**src/rtl/fib_seq_engine.sv**
```systemverilog
// fib_seq_engine: iterative Fibonacci/Lucas term generator with start/done handshake,
// exact overflow tracking of the requested term and optional saturation.
module fib_seq_engine #(
    parameter int WIDTH    = 32,
    parameter int N_WIDTH  = 8,
    parameter bit SATURATE = 1'b0
) (
    input  logic               clk,
    input  logic               rst_n,
    input  logic               i_start,
    input  logic [N_WIDTH-1:0] i_n,
    input  logic               i_mode,
    output logic               o_busy,
    output logic               o_done,
    output logic [WIDTH-1:0]   o_fib,
    output logic               o_overflow
);
    typedef enum logic {S_IDLE, S_RUN} state_t;
    state_t             r_state, w_next;
    logic [N_WIDTH-1:0] r_cnt;
    logic [WIDTH-1:0]   r_a, r_b;
    logic               r_a_ovf, r_b_ovf;
    logic [WIDTH:0]     w_sum;
    logic               w_load, w_step, w_fin;
    assign w_sum = {1'b0, r_a} + {1'b0, r_b};
    always_ff @(posedge clk or negedge rst_n) begin
        if (!rst_n) r_state <= S_IDLE;
        else        r_state <= w_next;
    end
    always_comb begin
        w_next = r_state == S_IDLE ? (i_start ? S_RUN : S_IDLE) : (r_cnt == '0 ? S_IDLE : S_RUN);
    end
    always_comb begin
        o_busy = r_state == S_RUN;
        w_load = r_state == S_IDLE && i_start;
        w_step = r_state == S_RUN && r_cnt != '0;
        w_fin  = r_state == S_RUN && r_cnt == '0;
    end
    // r_b runs one term ahead of r_a; only r_a's overflow flag reaches the result
    always_ff @(posedge clk or negedge rst_n) begin
        if (!rst_n) begin
            r_cnt      <= '0;
            r_a        <= '0;
            r_b        <= '0;
            r_a_ovf    <= 1'b0;
            r_b_ovf    <= 1'b0;
            o_done     <= 1'b0;
            o_fib      <= '0;
            o_overflow <= 1'b0;
        end else begin
            o_done <= w_fin;
            if (w_load) begin
                r_cnt   <= i_n;
                r_a     <= i_mode ? WIDTH'(2) : '0;
                r_b     <= WIDTH'(1);
                r_a_ovf <= 1'b0;
                r_b_ovf <= 1'b0;
            end else if (w_step) begin
                r_cnt   <= r_cnt - 1'b1;
                r_a     <= r_b;
                r_a_ovf <= r_b_ovf;
                r_b     <= w_sum[WIDTH-1:0];
                r_b_ovf <= r_a_ovf | r_b_ovf | w_sum[WIDTH];
            end
            if (w_fin) begin
                o_fib      <= (SATURATE && r_a_ovf) ? '1 : r_a;
                o_overflow <= r_a_ovf;
            end
        end
    end
endmodule

```
**config.mk**
```make
export PLATFORM = sky130hd
export DESIGN_NAME = fib_seq_engine
export DESIGN_NICKNAME = d
export VERILOG_FILES = /design/src/rtl/fib_seq_engine.sv
export SDC_FILE = /design/constraint.sdc
export NUM_CORES = 1
export LEC_CHECK = 0
export CAP_MARGIN = 20
export CORE_MARGIN = 3
export CORE_UTILIZATION = 25
export CTS_BUF_LIST = sky130_fd_sc_hd__clkbuf_8
export DETAILED_ROUTE_END_ITERATION = 6
export HOLD_SLACK_MARGIN = 0.03
export SLEW_MARGIN = 0
export SYNTH_ARGS = -nofsm -noshare
export SYNTH_HDL_FRONTEND = slang
export SYNTH_SLANG_ARGS = --single-unit
export TNS_END_PERCENT = 50
```
**constraint.sdc**
```tcl
create_clock -name clk -period 5.5 [get_ports clk]
set_clock_uncertainty 0.05 [all_clocks]
set_input_delay 0.55 -clock clk [delete_from_list [all_inputs] [get_ports clk]]
set_output_delay 0.55 -clock clk [all_outputs]
set_load 0.005 [all_outputs]
```
Word-level counts from Yosys, hierarchy flattened
Cells that the tools add are included.

Bits in registers: 109. Input port bits: 12. Output and inout port bits: 35. Word-level logic and storage cells: 34.

Add/sub/neg operators: 2. Muxes and demuxes: 14. Bitwise gates (word level): 3. Reduce and logical (&&, ||, !) cells: 6.

Operators with widths (number): 2-to-1 mux 32 bit (4); adder 32 x 32 -> 33 bit (1); 2-to-1 mux 8 bit (2); zero test 8 bit (1); nonzero test 8 bit (1); subtractor 8 x 1 -> 8 bit, second input constant (1); 2-to-1 mux 1 bit (7); logical AND 1 bit (3); 2-to-1 mux 2 bit (1); bitwise OR 1 bit (2); nonzero test 2 bit (1); inverter 1 bit (1).

Depth between registers and ports, before layout
Gate-level depths: netlist of run 1.

Depth after elaboration: 4. Gate-level depth with buffers: 11. Mapped depth without buffers: 11.

Worst setup path before layout of run 1
Ideal clock, no wire load.

Kind: reg2reg. Start point: register r_a[0]. End point: register r_b[10]. Setup time: 0.146 ns. Arrival time: 2.177 ns. Data required time: 5.304 ns. Setup slack: 3.128 ns. Cell stages (with the launch flop): 12. Path buffers: 0. Period minus slack after synthesis: 2.372 ns. Cells stage by stage: dfrtp_1 -> ha_1 -> inv_1 -> fa_1 -> nand2b_1 -> a21oi_1 -> o21ai_0 -> a21boi_0 -> o21ai_0 -> a21oi_1 -> mux2i_1 -> o311ai_0.

Cells in the longest elaborated chain, start to end: 3.

Ends and longest elaborated chain: from (decl) (line 21) `logic [WIDTH-1:0] r_a, r_b;`; from (signal assigned) (line 54) `r_a <= i_mode ? WIDTH'(2) : '0;`; from (signal assigned) (line 60) `r_a <= r_b;`; adder 32 x 32 -> 33 bit (line 25) `assign w_sum = {1'b0, r_a} + {1'b0, r_b};`; 2-to-1 mux 32 bit (line 58) `end else if (w_step) begin`; 2-to-1 mux 32 bit (line 52) `if (w_load) begin`; to (signal assigned) (line 62) `r_b <= w_sum[WIDTH-1:0];`; to (decl) (line 21).

No other way between the ends. The select of a mux whose other input is x is not followed. A chain may end at the register's enable or synchronous reset.

Worst setup path in the final report of run 1
Start point: register r_cnt[4]. End point: register o_fib[17].

Cells in the longest elaborated chain, start to end: 2.

Ends and longest elaborated chain: from (decl) (line 20) `logic [N_WIDTH-1:0] r_cnt;`; from (signal assigned) (line 53) `r_cnt <= i_n;`; from (signal assigned) (line 59) `r_cnt <= r_cnt - 1'b1;`; zero test 8 bit (line 37) `w_fin = r_state == S_RUN && r_cnt == '0;`; logical AND 1 bit (line 37); to (signal assigned) (line 66) `o_fib <= (SATURATE && r_a_ovf) ? '1 : r_a;`; to (decl) (line 15) `output logic [WIDTH-1:0] o_fib,`.

No other way between the ends.

==> results of run 1 <==
[synth_stat cells (all sizes together) (5+ instances only)]
cell / n / area share, %
nand2: 164 / 10
dfrtp: 109 / 46
o21ai: 47 / 4.0
a21oi: 36 / 3.1
a22o: 33 / 4.9
ha: 33 / 7.0
nor2: 22 / 1.4
inv: 16 / 1.0
xnor2: 16 / 2.4
buf: 15 / 1.5
clkbuf: 14 / 0.89
nor3: 14 / 1.2
a21o: 13 / 1.7
xor2: 10 / 1.5
a211oi: 8 / 1.1
nand3: 7 / 0.59
nand4: 7 / 0.74
nand2b: 6 / 0.64
a31oi: 5 / 0.78
and3: 5 / 0.53
o31ai: 5 / 0.87
[kinds of logic (layout without fill, tap and decap cells)]
group | after synthesis | in the layout | share of synthesized area, %
flip-flops | 109 | 109 | 46.2
AO/OA/AOI/OAI | 178 | 178 | 21.1
adder cells (fa/ha/maj) | 34 | 34 | 7.33
buffers and inverters | 45 | 84 | 3.45
XOR/XNOR | 26 | 26 | 3.85
AND/OR/NAND/NOR | 244 | 244 | 17.9
multiplexers | 1 | 1 | 0.169
[flip-flops by register name, indices dropped and copies added, names as in the netlist]
register and cells:
o_fib 32, r_a 32, o_done 1, r_b_ovf 1
r_cnt 8, o_busy 1, o_overflow 1, r_a_ovf 1
r_b 32
[how the worst max path moves through the flow]
stage          slack [ps]     start        end
2_1_floorplan        3130    r_a[0]    r_b[10]
3_3_place_gp         2190  r_cnt[4]  o_fib[15]
3_5_place_dp         2380  r_cnt[4]  o_fib[17]
4_1_cts              2350  r_cnt[4]  o_fib[17]
5_1_grt              2160  r_cnt[4]  o_fib[20]
6_report             2390  r_cnt[4]  o_fib[17]
[report_power, final]
group / switching, mW / internal, mW / total, mW
Sequential: 0.301 / 1.22 / 1.52
Clock: 0.280 / 0.208 / 0.489
Combinational: 1.63 / 1.40 / 3.03
[worst max-delay path, cell delays in order, from the launching register on]
cell and delay, ps:
dfrtp_1 410, or3_4 400, nor4_1 330, nand2_1 560
buf_4 420, inv_1 500, buf_16 230, nand2_1 70
nand2_1 60
[metal layers]
layer	GRT usage, %	vias to the layer above	wire length [um]
li1	-	2323	-
met1	15.2	2223	7030
met2	16.7	60	5970
met3	2.67	11	455
met4	3.10	0	172
met5	0	-	0
[cell type report]
type | instances | area, um2 | area share, %
flip-flops and latches | 109 | 2730 | 39.7
multi-input cells | 483 | 2980 | 43.4
clock inverters | 7 | 67.6 | 0.983
well taps | 313 | 392 | 5.70
inverters | 16 | 60.1 | 0.873
clock buffers | 9 | 124 | 1.80
repair buffers | 52 | 523 | 7.61
==> results.tsv, run 1 <==
stage	metric	value	unit
synthesis	ys_seq_elements	109	
floorplan	num_rows	55	
synthesis	synth_edf_count	0	
worst_setup_path	startpoint_type	register	
clock_network	cts_buffers	9	
worst_setup_path	rr_startpoint	r_cnt[4]	
worst_setup_path	worstSetupPathType	reg -> reg	
synthesis	syn_inst	637	
placement	dp_slack	2380	ps
global_route	grt_overflow	0	
timing	worst_slack	2390	ps
clock_network	ctsHoldBuffers	0	
timing	fmax	322	MHz
timing	setup-violations-final	0	
drt	firstDrtPassIters	4	
timing	period_share	56.5	%
synthesis	avgSynthCellArea	9.27	um2
worst_setup_path	worstSetupEndpointType	register	
layout	nets	717	
worst_setup_path	regToRegEndpoint	o_fib[17]	
synthesis	ys_seq_area_share	46.2	%
drt	wl_per_cell	13.8	um
layout	final_cell_mix	nand2_1, dfrtp_1, o21ai_0	
timing	rsz0062_at_grt	no	
layout	postLayoutCellArea	0.00688	mm2
clock_network	clock_latency	390	ps
layout	fin_cells	989	
timing	hold_slack	148	ps
global_route	grt_pass1_vias	4516	
clock_network	ctsResizeCount	0	
drt	first_iter_violations	209	
pwr	peakVddDrop	0.000184	V
layout	fillCellCount	2394	
timing	slew_violations	0	
global_route	track_usage	10.9	%
timing	slew_headroom	47.3	%
timing	worst_slew_pin_slew	789	ps
job	drv_cap	0	
pwr	powerDensity	733	mW/mm2
placement	placed_cell_area	0.00668	mm2
placement	dp_hpwl	9.29	mm
drt	wl	13.6	mm
global_route	grt_max_degree	68	
worst_setup_path	critPathRequiredTime	5780	ps
floorplan	fp.dieW	160	um
clock_network	cts_buffer_depth	2	
synthesis	synth_area	0.00591	mm2
worst_setup_path	crit_fanout	20	
synthesis	async_flop_share	100	%
layout	layout_commonest_cell	nand2_1	
pwr	p_total	5.04	mW
drt	final_antenna_net_count	0	
pwr	p_leak	3.07	nW
floorplan	die-area	0.0255	mm2
global_route	grt_pass1_wl	23.0	mm
worst_setup_path	r2r_slack	2390	ps
synthesis	ys.warnings.count	0	
timing	fin_crit	3110	ps
placement	globalplace.congestion	0.833	
worst_setup_path	arrival	3380	ps
layout	final_util	30.0	%
clock_network	post_cts_buffers	0	
drt	vias	4617	
synthesis	synth_ff_type	dfrtp_1	
timing	timing_hold_violations_final	0	
layout	drive_gt1_share	5.47	%
floorplan	ios	47	
clock_network	cts.sinks	109	
drt	drcViolationCount	0	
layout	syn_to_final_growth	16.4	%
synthesis	syn-num-nets	683	
worst_setup_path	r2r.worst_path.cells	8	
min_path	hp-class	in -> async	
timing	tns	0	ps
clock_network	clk_pin_slew	100	ps
floorplan	start_util	25.8	%
floorplan	coreArea	0.0229	mm2
placement	io_buffers	46	
global_route	antenna_found_initial	0	
placement	dp.cells	972	
clock_network	cts_tree	done	
drt	vias_per_cell	4.67	
clock_network	h-tree-depth	3	
synthesis	synth.lib_cells_used.distinct	61	
status	outcome	finished clean	
layout	diodes	0	
floorplan	dieHeight	160	um
clock_network	cts_root_buffer	clkbuf_8	
No activity file was read; power rests on OpenSTA's default activity.
==> run 2: changes to the inputs <==
Clock period 5.5 ns to 2.79 ns, I/O delays scaled along.
==> run 2 against run 1 <==
  * Setup slack got worse by 2200 ps
  * Sequential cell count stayed put
  * Routed wire length increased by 1.1%
  * Combinational power rose by 100%
==> results.tsv, run 2 (synthesis results as in run 1) <==
stage	metric	value	unit
global_route	grt_overflow	0	
drt	wl_per_cell	13.8	um
layout	final_cell_mix	nand2_1, dfrtp_1, o21ai_0	
timing	slew_violations	0	
timing	timing_hold_violations_final	0	
worst_setup_path	startpoint_type	register	
pwr	powerDensity	1450	mW/mm2
status	outcome	finished clean	
floorplan	fp.dieW	160	um
floorplan	ios	47	
floorplan	start_util	25.8	%
timing	hold_slack	348	ps
placement	dp_hpwl	9.83	mm
timing	fmax	383	MHz
drt	first_iter_violations	204	
floorplan	dieHeight	160	um
layout	top_regs	o_fib: 32 flops, r_a: 32 flops, r_b: 32 flops	
timing	worst_slew_pin_slew	668	ps
layout	diodes	0	
clock_network	cts_tree	done	
floorplan	die-area	0.0255	mm2
global_route	grt_pass1_vias	4518	
timing	setup-violations-final	0	
layout	fin_cells	1001	
placement	globalplace.congestion	0.837	
worst_setup_path	worstSetupPathType	reg -> reg	
clock_network	clk_pin_slew	100	ps
job	drv_cap	0	
drt	wl	13.8	mm
worst_setup_path	crit_fanout	3	
drt	drcViolationCount	0	
drt	firstDrtPassIters	4	
clock_network	h-tree-depth	3	
global_route	grt_max_degree	53	
pwr	peakVddDrop	0.000325	V
layout	syn_to_final_growth	19.2	%
clock_network	cts_root_buffer	clkbuf_8	
clock_network	clock_latency	390	ps
floorplan	num_rows	55	
global_route	track_usage	11.0	%
timing	rsz0062_at_grt	no	
clock_network	cts.sinks	109	
clock_network	post_cts_buffers	0	
pwr	p_total	10.2	mW
global_route	antenna_found_initial	0	
timing	fin_crit	2610	ps
floorplan	coreArea	0.0229	mm2
min_path	hp-class	in -> async	
layout	fillCellCount	2410	
timing	tns	0	ps
worst_setup_path	worstSetupEndpointType	register	
layout	drive_gt1_share	7.41	%
clock_network	cts_buffers	9	
global_route	grt_pass1_wl	23.3	mm
pwr	p_leak	3.15	nW
worst_setup_path	arrival	2810	ps
layout	layout_commonest_cell	nand2_1	
drt	vias_per_cell	4.61	
worst_setup_path	critPathRequiredTime	2990	ps
drt	final_antenna_net_count	0	
timing	slew_headroom	55.3	%
layout	nets	729	
placement	dp.cells	984	
timing	period_share	93.7	%
drt	vias	4613	
placement	io_buffers	46	
clock_network	cts_buffer_depth	2	
[run 2: layout make-up]
cell class | count | area (um2) | area share [%]
well taps | 313 | 392 | 5.56
inverters | 16 | 60.1 | 0.853
flip-flops and latches | 109 | 2730 | 38.7
clock buffers | 11 | 151 | 2.15
clock inverters | 5 | 75.1 | 1.07
repair buffers | 64 | 633 | 8.99
multi-input cells | 483 | 3000 | 42.6
[run 2: worst max-delay path, cell delays in order (launching register included)]
cell and delay (ps):
dfrtp_1 390, ha_1 180, inv_1 50, fa_1 370, nand2b_1 210, a21oi_2 220
o21ai_0 130, a21boi_1 180, o21ai_0 140, a21oi_1 210, mux2i_1 190, o311ai_0 140
[run 2: report_power, final]
group          internal, mW  switching [mW]  total (mW)
clock network         0.549           0.542        1.09
logic                  2.88            3.27        6.15
registers              2.41           0.578        2.99
[run 2: routing by layer]
layer,up-vias,track usage (%),wire length (um)
met2,61,17.0,6110
met1,2194,15.5,7110
li1,2347,-,-
met3,11,3.06,438
met5,-,0,0
met4,0,2.39,123
[run 2: metrics by stage]
stage | instance area (um2) | setup WS [ps] | util (%)
after detailed placement | 6790 | 59.4 | 29.6
after global routing | 7040 | 2.31 | 30.7
final | 7040 | 177 | 30.7
after floorplan | 5910 | 418 | -
after CTS | 7020 | 22.0 | 30.6
after global placement | 6790 | 159 | 29.6
[run 2: what timing repair did]
action	in CTS	in global routing
setup endpoints to repair	0	8
hold buffers	1	0
hold endpoints to repair	34	0
resized for setup	0	5
[run 2: path summary, 6_finish.rpt]
path                            from   endpoint  slack (ps)  depth (start not counted)
setup / recovery              r_b[0]    r_b[10]         180                         11
hold / removal                 rst_n    r_b[27]         350                          2
setup reg to reg              r_b[0]    r_b[10]         180                         11
hold reg to reg            o_fib[23]  o_fib[23]         430                          2
max in group asynchronous      rst_n     r_a[7]        1620                          3
min in group clk              i_n[4]   r_cnt[4]         380                          3
==> run 3: changes to the inputs <==
Settings changed: PLACE_DENSITY set to 0.47.
==> run 3 against run 2 <==
  * Critical path depth decreased by 2
  * Clock power down 18%
  * Fmax is 1.5% higher
==> results.tsv, run 3 (synthesis results as in run 1) <==
stage	metric	value	unit
floorplan	coreArea	0.0229	mm2
drt	wl	14.3	mm
global_route	antenna_found_initial	0	
worst_setup_path	r2r_slack	220	ps
drt	vias_per_cell	4.60	
layout	nets	731	
pwr	p_leak	3.15	nW
worst_setup_path	worstSetupEndpointType	register	
floorplan	start_util	25.8	%
drt	drcViolationCount	0	
worst_setup_path	r2r.worst_path.cells	9	
layout	final_cell_mix	nand2_1, dfrtp_1, o21ai_0	
global_route	grt_pass1_wl	24.3	mm
worst_setup_path	regToRegEndpoint	r_b[29]	
worst_setup_path	crit_fanout	5	
timing	fin_crit	2570	ps
worst_setup_path	worstSetupPathType	reg -> reg	
placement	io_buffers	46	
placement	dp_hpwl	10.2	mm
worst_setup_path	startpoint_type	register	
floorplan	num_rows	55	
min_path	hp-class	in -> async	
global_route	track_usage	11.6	%
pwr	powerDensity	1440	mW/mm2
worst_setup_path	rr_startpoint	r_a[7]	
layout	drive_gt1_share	7.54	%
floorplan	ios	47	
placement	globalplace.congestion	0.811	
drt	firstDrtPassIters	4	
clock_network	clock_latency	380	ps
floorplan	dieHeight	160	um
floorplan	fp.dieW	160	um
drt	wl_per_cell	14.2	um
layout	syn_to_final_growth	18.6	%
worst_setup_path	critPathRequiredTime	3020	ps
pwr	peakVddDrop	0.000355	V
timing	slew_violations	0	
layout	top_regs	o_fib: 32 flops, r_a: 32 flops, r_b: 32 flops	
timing	worst_slew_pin_slew	706	ps
timing	timing_hold_violations_final	0	
global_route	grt_pass1_vias	4572	
global_route	grt_overflow	0	
status	outcome	finished clean	
layout	fin_cells	1003	
drt	first_iter_violations	176	
clock_network	cts.sinks	109	
timing	slew_headroom	52.8	%
layout	layout_commonest_cell	nand2_1	
worst_setup_path	critPathCapture	r_b[29]	
clock_network	post_cts_buffers	0	
clock_network	cts_root_buffer	clkbuf_8	
clock_network	clk_pin_slew	100	ps
timing	fmax	388	MHz
worst_setup_path	arrival	2800	ps
clock_network	cts_buffers	9	
timing	setup-violations-final	0	
pwr	p_total	10.1	mW
clock_network	cts_buffer_depth	2	
drt	final_antenna_net_count	0	
layout	diodes	0	
timing	period_share	92.3	%
job	drv_cap	0	
drt	vias	4618	
timing	rsz0062_at_grt	yes	
worst_setup_path	cp-startpoint	r_a[7]	
clock_network	h-tree-depth	3	
global_route	grt_max_degree	54	
placement	dp.cells	986	
floorplan	die-area	0.0255	mm2
clock_network	cts_tree	done	
==> run 3: cell types whose count changed in the layout (fill, tap and decap cells not counted) <==
cell	delta
buf_4	+2
clkinv_2	+1
clkinvlp_4	-1
inv_1	+2
bufinv_16	-2
a211oi_1	-1
a211oi_2	+1
==> run 3: worst min path at each step <==
stage                      start        to  slack [ps]  cells past startpoint
after global routing      i_n[3]  r_cnt[3]         390                      3
after CTS                  rst_n    o_done         370                      2
after floorplan            rst_n    o_busy         -70                      0
after detailed placement   rst_n    o_done         260                      1
after global placement     rst_n    o_done         260                      1
final                      rst_n    o_done         360                      2
==> run 3: worst max-delay path: stages, from the launching register on <==
cell	delay, ps
dfrtp_1	410
ha_1	380
nand2_2	90
o21a_1	200
and3_1	190
a211oi_2	300
o311ai_2	170
a31oi_4	280
o211ai_1	130
a221o_1	260
==> run 3: timing repair <==
item / 4_1_cts / 5_1_grt
endpoints found under the hold margin: 35 / 0
setup endpoints to repair: 0 / 9
resized for setup: 0 / 6
hold buffers: 1 / 0
==> run 3: stage by stage <==
stage | util [%] | worst slack, ps | hold slack, ps | area, um2 | setup TNS, ps
global route | 30.6 | -17.9 | 387 | 7000 | -17.9
detailed placement | 29.7 | 123 | 262 | 6800 | 0
finish | 30.6 | 215 | 363 | 7000 | 0
floorplan | - | 418 | -66.6 | 5910 | 0
global placement | 29.7 | 196 | 256 | 6800 | 0
CTS | 30.5 | 84.2 | 366 | 6980 | 0
==> run 3: area by class of cell <==
type | count | area (um2)
fillers | 2409 | 15900
multi-input cells | 483 | 3010
flip-flops and latches | 109 | 2730
repair buffers | 66 | 648
well taps | 313 | 392
clock buffers | 11 | 151
inverters | 16 | 60.1
clock inverters | 5 | 20.0
==> run 3: power breakdown <==
group / switching, mW / internal [mW]
combinational: 3.28 / 2.89
sequential: 0.599 / 2.41
clock: 0.533 / 0.361
total: 4.41 / 5.66
==> run 3: metal layers <==
metal / vias to the layer above / GRT usage, % / share of wire (%)
li1: 2353 / - / -
met1: 2188 / 16.5 / 52
met2: 66 / 18.0 / 44
met3: 11 / 2.49 / 2.5
met4: 0 / 2.51 / 0.94
met5: - / 0 / 0
